===== src/rtl/cmp_pkg.sv =====
// cmp_pkg -- shared definitions for the serial magnitude comparator.
//   cmpState_t      : comparator FSM states (IDLE, CMP, DONE)
//   RES_GT/EQ/LT    : bit positions of the greater/equal/less flags in the
//                     result vector (driven out as l0/l1/l2)
//   mismatchResult  : builds the result vector for the first differing bit
package cmp_pkg;

  typedef enum logic [1:0] {
    IDLE = 2'd0,
    CMP  = 2'd1,
    DONE = 2'd2
  } cmpState_t;

  localparam int RES_GT = 0;
  localparam int RES_EQ = 1;
  localparam int RES_LT = 2;
  localparam int RES_W  = 3;

  // At the first differing bit, whichever operand holds the 1 is larger.
  // For the sign bit of a two's-complement pair the 1 marks the negative
  // operand, so the sense flips.
  function automatic logic [RES_W-1:0] mismatchResult(input logic bitA,
                                                      input logic bitB,
                                                      input logic invert);
    logic [RES_W-1:0] res;
    res         = '0;
    res[RES_GT] = invert ? bitB : bitA;
    res[RES_LT] = invert ? bitA : bitB;
    return res;
  endfunction

endpackage


===== src/rtl/pb_edge.sv =====
// pb_edge -- registers one push-button input and flags its rising edge.
//   clk     : system clock
//   rst     : asynchronous active-high reset, clears the button history
//   pb_i    : raw button level
//   press_o : one-cycle pulse for each press; a held button pulses once
module pb_edge (
  input  logic clk,
  input  logic rst,
  input  logic pb_i,
  output logic press_o
);

  logic pbSync_q;
  logic pbPrev_q;

  // Two-stage history: the registered level and its previous value.
  always_ff @(posedge clk or posedge rst) begin
    if (rst) begin
      pbSync_q <= 1'b0;
      pbPrev_q <= 1'b0;
    end else begin
      pbSync_q <= pb_i;
      pbPrev_q <= pbSync_q;
    end
  end

  assign press_o = pbSync_q & ~pbPrev_q;

endmodule


===== src/rtl/nbit_serial_comp.sv =====
// nbit_serial_comp -- button-driven serial magnitude comparator.
// Operands A and B are entered CHUNK bits at a time; a compare walks the
// bits MSB first and stops at the first difference.
//   clk, rst      : clock and asynchronous active-high reset
//   y             : chunk shifted into A (pb1) and/or B (pb2)
//   pb1, pb2      : load-A / load-B buttons
//   pb3           : start compare
//   pb4           : toggle signed (two's-complement) / unsigned mode
//   l0, l1, l2    : A > B, A == B, A < B (valid only while valid=1)
//   busy          : compare in progress
//   valid         : l0..l2 hold a current result
//   signed_mode   : current compare mode
module nbit_serial_comp
  import cmp_pkg::*;
#(
  parameter int WIDTH = 7,
  parameter int CHUNK = 4
) (
  input  logic             clk,
  input  logic             rst,
  input  logic [CHUNK-1:0] y,
  input  logic             pb1,
  input  logic             pb2,
  input  logic             pb3,
  input  logic             pb4,
  output logic             l0,
  output logic             l1,
  output logic             l2,
  output logic             busy,
  output logic             valid,
  output logic             signed_mode
);

  localparam int             IDXW    = $clog2(WIDTH);
  localparam logic [IDXW-1:0] IDX_TOP = IDXW'(WIDTH - 1);

  logic loadA, loadB, startCmp, toggleMode;

  cmpState_t        state_q, state_d;
  logic [IDXW-1:0]  idx_q, idx_d;
  logic [WIDTH-1:0] opA_q, opA_d;
  logic [WIDTH-1:0] opB_q, opB_d;
  logic             signedMode_q, signedMode_d;
  logic [RES_W-1:0] result_q, result_d;

  logic             bitA, bitB, invertSense;

  pb_edge uPbLoadA (.clk(clk), .rst(rst), .pb_i(pb1), .press_o(loadA));
  pb_edge uPbLoadB (.clk(clk), .rst(rst), .pb_i(pb2), .press_o(loadB));
  pb_edge uPbStart (.clk(clk), .rst(rst), .pb_i(pb3), .press_o(startCmp));
  pb_edge uPbMode  (.clk(clk), .rst(rst), .pb_i(pb4), .press_o(toggleMode));

  assign bitA        = opA_q[idx_q];
  assign bitB        = opB_q[idx_q];
  assign invertSense = signedMode_q && (idx_q == IDX_TOP);

  // Next-state logic. Outside CMP, loads and the mode toggle land first so a
  // compare started in the same cycle already sees the new operands; any of
  // them drops a finished result. Inside CMP only the bit walk advances.
  always_comb begin
    state_d      = state_q;
    idx_d        = idx_q;
    opA_d        = opA_q;
    opB_d        = opB_q;
    signedMode_d = signedMode_q;
    result_d     = result_q;

    case (state_q)
      IDLE, DONE: begin
        if (loadA) opA_d = (opA_q << CHUNK) | WIDTH'(y);
        if (loadB) opB_d = (opB_q << CHUNK) | WIDTH'(y);
        if (toggleMode) signedMode_d = ~signedMode_q;
        if (loadA || loadB || toggleMode) begin
          state_d  = IDLE;
          result_d = '0;
        end
        if (startCmp) begin
          state_d  = CMP;
          idx_d    = IDX_TOP;
          result_d = '0;
        end
      end

      CMP: begin
        if (bitA != bitB) begin
          state_d  = DONE;
          result_d = mismatchResult(bitA, bitB, invertSense);
        end else if (idx_q == '0) begin
          state_d          = DONE;
          result_d         = '0;
          result_d[RES_EQ] = 1'b1;
        end else begin
          idx_d = idx_q - 1'b1;
        end
      end

      default: begin
        state_d  = IDLE;
        result_d = '0;
      end
    endcase
  end

  // State register; reset drops any compare in flight with no result.
  always_ff @(posedge clk or posedge rst) begin
    if (rst) begin
      state_q      <= IDLE;
      idx_q        <= IDX_TOP;
      opA_q        <= '0;
      opB_q        <= '0;
      signedMode_q <= 1'b0;
      result_q     <= '0;
    end else begin
      state_q      <= state_d;
      idx_q        <= idx_d;
      opA_q        <= opA_d;
      opB_q        <= opB_d;
      signedMode_q <= signedMode_d;
      result_q     <= result_d;
    end
  end

  assign l0          = result_q[RES_GT];
  assign l1          = result_q[RES_EQ];
  assign l2          = result_q[RES_LT];
  assign busy        = (state_q == CMP);
  assign valid       = (state_q == DONE);
  assign signed_mode = signedMode_q;

endmodule


===== config.mk =====
export PLATFORM = sky130hd
export DESIGN_NAME = nbit_serial_comp
export DESIGN_NICKNAME = d
export VERILOG_FILES = /design/src/rtl/cmp_pkg.sv /design/src/rtl/pb_edge.sv /design/src/rtl/nbit_serial_comp.sv
export SDC_FILE = /design/constraint.sdc
export NUM_CORES = 1
export LEC_CHECK = 0
export BUFFER_PORTS_ARGS = -buffer_cell sky130_fd_sc_hd__buf_2
export CORE_AREA = 3 3 58 60
export DETAILED_ROUTE_END_ITERATION = 10
export DIE_AREA = 0 0 61 63
export HOLD_SLACK_MARGIN = 0.15
export PLACE_DENSITY = 0.7
export RECOVER_POWER = 50
export SETUP_SLACK_MARGIN = 0.05
export SLEW_MARGIN = 20
export SYNTH_ARGS = -nofsm -noshare
export SYNTH_HDL_FRONTEND = slang
export SYNTH_SLANG_ARGS = --single-unit

===== constraint.sdc =====
create_clock -name clk -period 2.1 [get_ports clk]
set_clock_uncertainty 0.15 [all_clocks]
set_input_delay 0.42 -clock clk [delete_from_list [all_inputs] [get_ports clk]]
set_output_delay 0.42 -clock clk [all_outputs]
set_load 0.05 [all_outputs]

# After elaboration in Yosys (flattened, before gate mapping)
# Cells that the tools add are included.
[word_totals]
reg_bits = 31
inputBits = 10
output_inout_bits = 6
word_cells = 68
[classes]
addsub = 1
n_lt_le_gt_ge = 1
eq_ne = 9
mux = 20
bitwise_logic = 11
n_reduce_logical = 12
[ops]
columns = ["operator", "n"]
rows = [
  ["two-way mux 3 bit", 7],
  ["bitwise OR 7 x 4 -> 7 bit", 2],
  ["one-hot mux 3 bit (2 select lines)", 2],
  ["two-way mux 2 bit", 4],
  ["AND reduction 2 bit", 4],
  ["binary-select mux 1 bit (select 3 bit)", 2],
  ["!= test 2 bit, second input constant", 3],
  ["inverter 1 bit", 5],
  ["AND 1 bit", 4],
  ["less-than comparator 3 x 4 -> 1 bit, second input constant", 1],
  ["two-way mux 1 bit", 4],
  ["one-hot mux 2 bit (2 select lines)", 1],
  ["AND reduction 4 bit", 1],
  ["equality test 3 bit, second input constant", 1],
  ["zero test 3 bit", 1],
  ["!= test 3 x 1 -> 1 bit, second input constant", 1],
  ["!= test 3 bit, second input constant", 1],
  ["subtractor 3 x 1 -> 3 bit, second input constant", 1],
  ["equality test 2 x 1 -> 1 bit, second input constant", 1],
  ["equality test 2 bit, second input constant", 1],
  ["zero test 2 bit", 1],
  ["logical OR 1 bit", 2],
  ["nonzero test 2 bit", 1],
  ["OR reduction 2 bit", 1],
  ["other kinds (2)", 2],
]

# Logic depth before layout (Yosys ltp)
# Gate-level depths: netlist (run 1).
[logic_depth]
ltp_word = 7
depth_mapped = 8
ltp_nobuf = 7

# Hierarchy
# Synthesis (run 1) repeated with hierarchy kept, for this count alone.
[hier_totals]
cells_unflattened = 122
area_unflattened_um2 = 1496.4
[modules_own_cells]
columns = ["mod", "instances", "cells_per_inst", "area_each_um2", "seq_area_each_um2"]
rows = [
  ["nbit_serial_comp", 1, 106, 1226.2, 578.1],
  ["pb_edge", 4, 4, 67.6, 50.0],
]

# Least setup slack after synthesis (run 1)
# Ideal clock, no wire load.
[synth_path]
kind = "register to register"
from = "register idx_q[1]"
to = "register result_q[1]"
setup_time_ns = 0.119
arrival_ns = 1.706
required_time_ns = 1.831
path_slack_ns = 0.125
stages_incl_launch_ff = 7
n_path_buf = 1
period_less_slack_ns = 1.975
cell_sequence = "dfstp_2 buf_4 mux2i_1 o211ai_2 a211o_4 and3_1 o21a_1"
[synth_via]
elab_chain_cells = 5
elab_cells_between_ends = 10
classes_between = "2 x eq/ne; 6 x mux; 2 x reduce/logical"
[synth_lines]
columns = ["element", "line", "rtl"]
rows = [
  ["start, declared", "nbit_serial_comp.sv:40", "logic [IDXW-1:0] idx_q, idx_d;"],
  ["start signal, assigned", "nbit_serial_comp.sv:115", "idx_q <= idx_d;"],
  ["binary-select mux 1 bit (select 3 bit) (on tied branches)", "nbit_serial_comp.sv:53, nbit_serial_comp.sv:54", ""],
  ["two-way mux 1 bit (on tied branches)", "nbit_serial_comp.sv:53, nbit_serial_comp.sv:54", ""],
  ["!= test 1 bit", "nbit_serial_comp.sv:85", "if (bitA != bitB) begin"],
  ["two-way mux 3 bit / != test 3 x 1 -> 1 bit (equally long branches)", "-", ""],
  ["one-hot mux 3 bit (2 select lines) / AND reduction 2 bit (equally long branches)", "-", ""],
  ["end signal, assigned", "nbit_serial_comp.sv:119", "result_q <= result_d;"],
  ["end, declared", "nbit_serial_comp.sv:44", "logic [RES_W-1:0] result_q, result_d;"],
]
# Several ways; a longest one is shown, not always the timed one. The select of a mux whose other input is x is not followed.
# A chain may end at the register's enable or synchronous reset.

# Final worst setup path (run 1)
# Same ends and word-level chain as after synthesis.

==> qor.csv, run 1 <==
metric;value;unit
status;finished clean;
CP bufs+invs;0;
placed cells;167;
post-synthesis sequential area ratio;0.524;
post-route cell area;0.00176;mm2
overall routing resource usage;0.167;
Final ANT Viol Nets;0;
Die Y;63;um
sequential power share;0.416;
setup TNS;0;ns
CP Depth;5;
syn nets;132;
RSZ-0062 raised after global routing;true;
gr ovfl total;0;
worst path cell trace;mux2i_1, o211ai_2, a211o_4, and3_1, o21a_1;
# rows;20;
power per standard cell area;1310;mW/mm2
synthesized area;0.00149;mm2
VDD IR max;0.531;mV
critical path data required time;2.17;ns
CTS tree;built;
crit path max-delay cell type;dfstp_2;
Avg Vias per Cell;5.59;
Mapped Cells;119;
Hold Path Stages;2;
global-route wire length before repair;4660;um
CP arrival;2.05;ns
area delta synth->final;18.5;%
DR DRC count;0;
Tightest Hold Check Type;input port to flip-flop;
startpoint types;flip-flop;
Die X;61;um
CTS Root Cell;clkbuf_4;
Synth top area share;0.488;
clock latency on the worst-skew pair;0.33;ns
r2r worst-path depth;5;
Synth Register Bits;31;
core area;0.00298;mm2
Top Ports;16;
Internal;1.42;mW
commonest non-fill, non-tap cells in the layout;dfrtp_1, buf_2, mux2_1, nor2_1, mux2i_1;
crit path capture type;flip-flop;
Initial Util;0.499;
final hold violations;0;
crit share post-route;0.945;
wire length per cell;14.8;um
CTS buffer count;5;
combinational share of power;0.414;
clock tree buffer depth;2;
Pre-antenna DRT Iters;4;
Diodes inserted;0;
commonest non-fill, non-tap cell in the layout;dfrtp_1;
library cells used by synthesis;39;
Die Area;0.00384;mm2
initial antenna violation count;0;
CP Class;flip-flop to flip-flop;
Top delay family on crit path;compound AO/OA/AOI/OAI gates;
DR vias;1028;
placed inst area;0.00161;mm2
Static Leak;0.840;nW
clk sink count;31;
leading area contributor after synthesis;dfrtp_1;
Max Clk Rate;0.504;GHz
max-slew violations;0;
main area contributors after synthesis;dfrtp_1, mux2_1, mux2i_1;
Starting DRT DRC Count;41;
clock-pin slew on the worst setup and hold paths;0.09;ns
Final nets;163;
NetSw;892;uW
vias in the first global route;1018;
Yosys Warn Count;0;
IO buf count;15;
largest net degree at the start of global routing;32;
Post-DP HPWL;1960;um
post-route minimum period;1.98;ns
CTS H-tree depth;2;
Clock power frac;0.171;
Finished Layout Cells;184;
max-cap violations;0;
share of cells above drive strength 1;0.285;
placer congestion estimate;0.904;
Slew HR;0.497;
final setup vio count;0;
WL final;2720;um
crit-path max cell delay;0.62;ns
post-synthesis average cell area;12.5;um2
worst slew pin tran;0.755;ns
CP Max Fanout;8;
Sw Share;0.386;
logic make-up after synthesis:
family	Yosys count	share of synthesized area
simple gates	37	0.144
compound gates	16	0.110
flops	31	0.524
xor+xnor	1	0.00589
mux	22	0.160
buf+inv	9	0.0311
fa+ha+maj	3	0.0253
worst paths after layout:
path / startpoint / end / slack (ns)
min in group asynchronous: rst / signed_mode / 0.69
max: idx_q[1] / result_q[1] / 0.12
max in group asynchronous: rst / idx_q[0] / 0.59
min reg2reg: uPbLoadA.pbSync_q / uPbLoadA.pbPrev_q / 0.24
max reg2reg: idx_q[1] / result_q[1] / 0.12
min: y[0] / opA_q[0] / 0.18
timing repair:
item,4_1_cts,5_1_grt
setup endpoints to repair,2,5
gates resized for setup,1,2
setup buffers,0,2
hold buffers,5,2
hold endpoints to repair,33,2
cloned,0,0
pin swaps,0,1
final cells by class:
type                    instances  area, um2
clock buffers                   8       68.8
fillers                       266       1220
inverters                       5       18.8
multi-input cells              79        662
flip-flops and latches         31        781
well taps                      33       41.3
repair buffers                 28        190
metal layers:
metal | vias to the layer above | track usage | wire (um)
met2 | 22 | 0.254 | 1380
li1 | 483 | - | -
met3 | 8 | 0.0640 | 116
met4 | 0 | 0.0894 | 63
met5 | - | 0 | 0
met1 | 515 | 0.200 | 1160
cells in the mapped netlist:
| master | instances |
|---|---|
| and3_1 | 2 |
| mux2_2 | 4 |
| o221ai_1 | 1 |
| buf_6 | 1 |
| mux2i_1 | 8 |
| xor2_1 | 1 |
| a211o_1 | 1 |
| a31oi_1 | 1 |
| nand2_1 | 3 |
| o21a_1 | 1 |
| o211a_1 | 1 |
| nand3b_1 | 2 |
| dfrtp_1 | 29 |
| and2_1 | 3 |
| nand3_1 | 4 |
| nand3_2 | 1 |
| inv_1 | 5 |
| o211ai_2 | 1 |
| nand3_4 | 1 |
| buf_2 | 1 |
| dfstp_2 | 2 |
| o21ai_1 | 1 |
| a22oi_2 | 1 |
| a211o_4 | 1 |
| o2bb2ai_1 | 1 |
| a22o_1 | 2 |
| nor3_1 | 2 |
| o211ai_4 | 1 |
| buf_4 | 1 |
| a32oi_1 | 1 |
| clkbuf_1 | 1 |
| o21bai_1 | 1 |
| ha_1 | 3 |
| nor2b_1 | 4 |
| nor2_1 | 8 |
| mux2_1 | 10 |
| a21boi_2 | 1 |
| nand2b_1 | 6 |
| nand4_1 | 1 |
power by group through the flow:
stage,logic (mW),registers (mW),clock network [mW]
after floorplan,0.741,0.937,0
after global placement,0.887,0.961,0
after detailed placement,0.915,0.970,0
after CTS,0.935,0.961,0.406
after global routing,1.04,0.991,0.444
final,0.955,0.960,0.394
per-stage QoR:
step                hold WS (ns)  setup WS, ns  power, mW  utilization
finish                     0.177         0.116       2.31        0.592
CTS                        0.161        0.0699       2.30        0.579
global placement           0.207         0.154       1.85        0.539
detailed placement         0.223        0.0579       1.89        0.539
global route               0.160        0.0427       2.48        0.592
floorplan                  0.197         0.125       1.68            -
flip-flops by register name, summed over array words and instances (netlist names):
| signal | cells |
|---|---|
| idx_q | 3 |
| uPbLoadB.pbPrev_q | 1 |
| uPbMode.pbPrev_q | 1 |
| uPbStart.pbPrev_q | 1 |
| uPbLoadA.pbPrev_q | 1 |
| opA_q | 7 |
| opB_q | 7 |
| uPbLoadA.pbSync_q | 1 |
| state_q | 2 |
| uPbStart.pbSync_q | 1 |
| result_q | 3 |
| uPbMode.pbSync_q | 1 |
| signed_mode | 1 |
| uPbLoadB.pbSync_q | 1 |
No activity file was read; power rests on OpenSTA's default activity.
==> run 2, diff against run 1 <==
--- a/config.mk
+++ b/config.mk
@@ -10,6 +10,7 @@
 export DETAILED_ROUTE_END_ITERATION = 10
 export DIE_AREA = 0 0 61 63
 export HOLD_SLACK_MARGIN = 0.15
+export MAX_ROUTING_LAYER = met4
 export PLACE_DENSITY = 0.7
 export RECOVER_POWER = 50
 export SETUP_SLACK_MARGIN = 0.05
==> run 2 against run 1 <==
  * Final cell count decreased by 0.54%
  * Total power about the same
  * Sequential power about the same
  * Flip-flop and latch count unchanged
  * Non-clock buffer count decreased by 1
  * Critical path depth unchanged
==> qor.csv, run 2 (synthesized netlist as in run 1, its figures left out) <==
metric;value;unit
VDD IR max;0.532;mV
Max Clk Rate;0.501;GHz
WL final;2720;um
# rows;20;
clock latency on the worst-skew pair;0.32;ns
CTS tree;built;
wire length per cell;14.9;um
power per standard cell area;1320;mW/mm2
Die Y;63;um
hold_sp;y[3];
IO buf count;15;
crit share post-route;0.950;
Die Area;0.00384;mm2
Pre-antenna DRT Iters;4;
Starting DRT DRC Count;27;
worst path cell trace;mux2i_1, o211ai_2, a211o_4, and3_1, o21a_1;
CTS Root Cell;clkbuf_4;
initial antenna violation count;0;
Hold Path Stages;2;
status;finished clean;
internal reg-to-reg setup slack;0.11;ns
biggest regs;opA_q: 7 flops, opB_q: 7 flops;
DR DRC count;0;
CTS H-tree depth;2;
Tightest Hold Check Type;input port to flip-flop;
Die X;61;um
commonest non-fill, non-tap cells in the layout;dfrtp_1, buf_2, mux2_1, nor2_1, mux2i_1;
Static Leak;0.836;nW
Final ANT Viol Nets;0;
clk sink count;31;
core area;0.00298;mm2
CP arrival;2.06;ns
Final nets;162;
DR vias;1026;
crit path max-delay cell type;dfstp_2;
startpoint types;flip-flop;
max-cap violations;0;
Worst Setup SP;idx_q[1];
crit path capture type;flip-flop;
clock-pin slew on the worst setup and hold paths;0.09;ns
worst slew pin tran;0.754;ns
Slew HR;0.497;
placed cells;167;
final setup vio count;0;
clock tree buffer depth;2;
CP Max Fanout;8;
post-route minimum period;1.99;ns
Initial Util;0.499;
CP Class;flip-flop to flip-flop;
Top Ports;16;
Power Total;2.31;mW
pre-CTS WS;0.0579;ns
overall routing resource usage;0.171;
Post-DP HPWL;1960;um
setup TNS;0;ns
vias in the first global route;1010;
r2r worst-path depth;5;
max-slew violations;0;
worst r2r src;idx_q[1];
share of cells above drive strength 1;0.287;
CP bufs+invs;0;
CP Depth;5;
gr ovfl total;0;
final hold violations;0;
global-route wire length before repair;4680;um
commonest non-fill, non-tap cell in the layout;dfrtp_1;
largest net degree at the start of global routing;32;
RSZ-0062 raised after global routing;true;
Avg Vias per Cell;5.61;
CTS buffer count;5;
crit-path max cell delay;0.62;ns
Diodes inserted;0;
final worst-path setup slack;0.106;ns
area delta synth->final;17.8;%
critical path data required time;2.16;ns
Finished Layout Cells;183;
Top delay family on crit path;compound AO/OA/AOI/OAI gates;
placer congestion estimate;0.919;
run 2: power by group:
part / switching, mW / internal, mW / total (mW) / leakage [nW]
combinational: 0.525 / 0.429 / 0.954 / 0.430
sequential: 0.171 / 0.790 / 0.961 / 0.368
clock: 0.194 / 0.197 / 0.391 / 0.0386
run 2: final cells by class:
class | count | area [um2]
clock buffers | 8 | 68.8
fillers | 267 | 1230
inverters | 5 | 18.8
multi-input cells | 79 | 662
flip-flops and latches | 31 | 781
well taps | 33 | 41.3
repair buffers | 27 | 180
run 2: metal layers:
layer  routed length, um  vias to the layer above  GRT usage
li1                    -                      479          -
met1                1150                      516      0.201
met2                1390                       21      0.254
met3                 110                       10     0.0640
met4                  70                        0     0.0813
met5                   0                        -          -
run 2: per-stage QoR:
stage / instance area (um2) / hold WS [ns] / utilization
after floorplan: 1490 / 0.197 / -
after global placement: 1610 / 0.207 / 0.539
after detailed placement: 1610 / 0.223 / 0.539
after CTS: 1730 / 0.161 / 0.579
after global routing: 1750 / 0.152 / 0.588
final: 1750 / 0.175 / 0.588
run 2: worst paths after layout:
check,endpoint
worst max-delay path,result_q[1]
worst min-delay path,opA_q[3]
worst max register to register,result_q[1]
worst min register to register,uPbLoadA.pbPrev_q
max in group asynchronous,idx_q[0]
min in group asynchronous,signed_mode
run 2: what timing repair did:
| action | CTS | global route |
|---|---|---|
| hold endpoints to repair | 33 | 1 |
| pin swaps | 0 | 1 |
| setup endpoints to repair | 2 | 5 |
| buffers inserted | 0 | 2 |
| cloned | 0 | 0 |
| hold buffers | 5 | 1 |
| gates resized for setup | 1 | 2 |
==> run 3, diff against run 2 <==
--- a/config.mk
+++ b/config.mk
@@ -5,10 +5,11 @@
 export SDC_FILE = /design/constraint.sdc
 export NUM_CORES = 1
 export LEC_CHECK = 0
+export ABC_AREA = 1
 export BUFFER_PORTS_ARGS = -buffer_cell sky130_fd_sc_hd__buf_2
-export CORE_AREA = 3 3 58 60
+export CORE_AREA = 3 3 59 61
 export DETAILED_ROUTE_END_ITERATION = 10
-export DIE_AREA = 0 0 61 63
+export DIE_AREA = 0 0 62 64
 export HOLD_SLACK_MARGIN = 0.15
 export MAX_ROUTING_LAYER = met4
 export PLACE_DENSITY = 0.7
@@ -17,4 +18,5 @@
 export SLEW_MARGIN = 20
 export SYNTH_ARGS = -nofsm -noshare
 export SYNTH_HDL_FRONTEND = slang
+export SYNTH_HIERARCHICAL = 1
 export SYNTH_SLANG_ARGS = --single-unit
==> run 3 against run 2 <==
  * Critical path depth down 2
  * Clock power increased by 2%
  * Final cell count rose by 41%
  * Cell area up 1.6%
  * Non-clock buffer count fell by 6
  * Global-route usage up 1.2 points
  * Synthesized cell count increased by 58%
  * Die area grew 3.3%
  * Combinational power up 15%
  * Total power rose by 6.3%
  * Largest cell class unchanged
  * Highest routed layer unchanged
==> qor.csv, run 3 <==
metric;value;unit
CP Class;flip-flop to output port;
power per standard cell area;1380;mW/mm2
Slew HR;0.617;
commonest non-fill, non-tap cells in the layout;nand2_1, inv_1, dfrtp_1, o21ai_0;
Filler cells;251;
Final ANT Viol Nets;0;
main area contributors after synthesis;dfrtp_1, nand2_1, inv_1;
max-slew violations;0;
Final nets;226;
Tightest Hold Check Type;input port to flip-flop;
placer congestion estimate;0.816;
Top delay family on crit path;buffers and inverters;
CP bufs+invs;2;
global-route wire length before repair;5150;um
Clock power frac;0.163;
Max Clk Rate;0.511;GHz
RSZ-0062 raised after global routing;false;
critical path data required time;1.53;ns
Synth top area share;0.469;
clock tree buffer depth;2;
Top Ports;16;
CTS tree;built;
synthesized area;0.00155;mm2
async set or reset register ratio after synthesis;1.00;
Pre-antenna DRT Iters;4;
commonest non-fill, non-tap cell in the layout;nand2_1;
syn nets;201;
gr ovfl total;0;
Die Y;64;um
share of cells above drive strength 1;0.196;
clock-pin slew on the worst setup and hold paths;0.10;ns
setup TNS;0;ns
clock latency on the worst-skew pair;0.34;ns
Static Leak;0.982;nW
final core area utilization;0.588;
library cells used by synthesis;22;
vias in the first global route;1258;
Mapped Cells;188;
final setup vio count;0;
Finished Layout Cells;258;
status;finished clean;
worst slew pin tran;0.574;ns
post-synthesis sequential area ratio;0.503;
Die Area;0.00397;mm2
post-route minimum period;1.96;ns
CP Max Fanout;7;
Diodes inserted;0;
CP arrival;1.39;ns
combinational share of power;0.447;
Synth top cells by count;nand2_1, inv_1, dfrtp_1;
leading area contributor after synthesis;dfrtp_1;
sequential power share;0.390;
Synth Register Bits;31;
overall routing resource usage;0.183;
placed cells;245;
initial antenna violation count;0;
VDD IR max;0.598;mV
startpoint types;flip-flop;
core area;0.00303;mm2
Die X;62;um
Post-CTS Setup Repair Bufs;0;
crit-path max cell delay;0.40;ns
Internal;1.35;mW
wire length per cell;11.2;um
Yosys Warn Count;6;
Starting DRT DRC Count;56;
Sw Share;0.451;
Post-DP HPWL;2130;um
Avg Vias per Cell;4.78;
Initial Util;0.511;
CTS buffer count;5;
largest net degree at the start of global routing;24;
count leader, synth;nand2_1;
biggest regs;opA_q: 7 flops, opB_q: 7 flops;
WL final;2900;um
commonest register cell after synthesis;dfrtp_1;
post-route cell area;0.00178;mm2
crit path max-delay cell type;dfrtp_1;
NetSw;1.10;mW
Power Total;2.45;mW
post-synthesis average cell area;8.23;um2
# rows;20;
final hold violations;0;
worst path cell trace;inv_1, nor2_4, buf_2;
crit share post-route;0.931;
DR DRC count;0;
crit path capture type;output port;
placed inst area;0.00167;mm2
max-cap violations;0;
area delta synth->final;15.1;%
clk sink count;31;
DR vias;1233;
Post-synth EDFFs;0;
IO buf count;15;
CTS Root Cell;clkbuf_4;
CTS resizes;0;
CTS H-tree depth;2;
-- run 3: cells by family after synthesis --
| kind of cell | count (synthesis) | synth area share |
|---|---|---|
| xor gates and xnor gates | 1 | 0.00566 |
| DFF | 31 | 0.503 |
| buffers and inverters | 37 | 0.0995 |
| AOI/OAI and AO/OA | 21 | 0.0680 |
| adders and majority gates | 3 | 0.0243 |
| and+or+nand+nor | 95 | 0.299 |
-- run 3: path summary, 6_finish.rpt --
| path | cells after the start | to | slack [ns] | from |
|---|---|---|---|---|
| worst max register to register | 10 | state_q[1] | 0.35 | idx_q[0] |
| min in group asynchronous | 3 | uPbStart/pbPrev_q | 0.38 | rst |
| worst min-delay path | 3 | opB_q[3] | 0.19 | y[3] |
| worst min register to register | 0 | uPbStart/pbPrev_q | 0.24 | uPbStart/pbSync_q |
| worst max-delay path | 3 | busy | 0.14 | state_q[0] |
| max in group asynchronous | 4 | opA_q[1] | 0.76 | rst |
-- run 3: per-stage QoR --
| stage | setup slack [ns] | hold WS (ns) |
|---|---|---|
| after floorplan | 0.437 | 0.0112 |
| after global placement | 0.420 | 0.160 |
| after detailed placement | 0.402 | 0.166 |
| after CTS | 0.142 | 0.174 |
| after global routing | 0.0671 | 0.188 |
| final | 0.144 | 0.191 |
-- run 3: timing repair --
item	CTS	global route
endpoints found under the hold margin	33	0
hold buffers	5	0
setup endpoints to repair	0	0
-- run 3: layout make-up --
class                   instances  area (um2)  area share
flip-flops and latches         31         778       0.437
well taps                      44        55.1      0.0309
clock buffers                   8        68.8      0.0387
inverters                      34         135      0.0759
repair buffers                 21         129      0.0724
multi-input cells             120         614       0.345
-- run 3: tightest hold or removal path, stage by stage --
cell	delay [ns]
buf_2	0.09
inv_1	0.05
o21ai_0	0.07
-- run 3: power by group through the flow --
stage | sequential, mW | clock [mW] | combinational, mW
after floorplan | 0.972 | 0 | 0.864
after detailed placement | 0.964 | 0 | 1.09
after global placement | 0.952 | 0 | 1.07
after CTS | 0.954 | 0.411 | 1.10
after global routing | 0.983 | 0.431 | 1.25
final | 0.956 | 0.400 | 1.10
-- run 3: per-layer routing --
metal,up-vias,global-route usage,share of wire
li1,634,-,-
met4,0,0.0928,0.032
met3,8,0.0667,0.035
met1,566,0.203,0.43
met5,-,-,0
met2,25,0.281,0.50
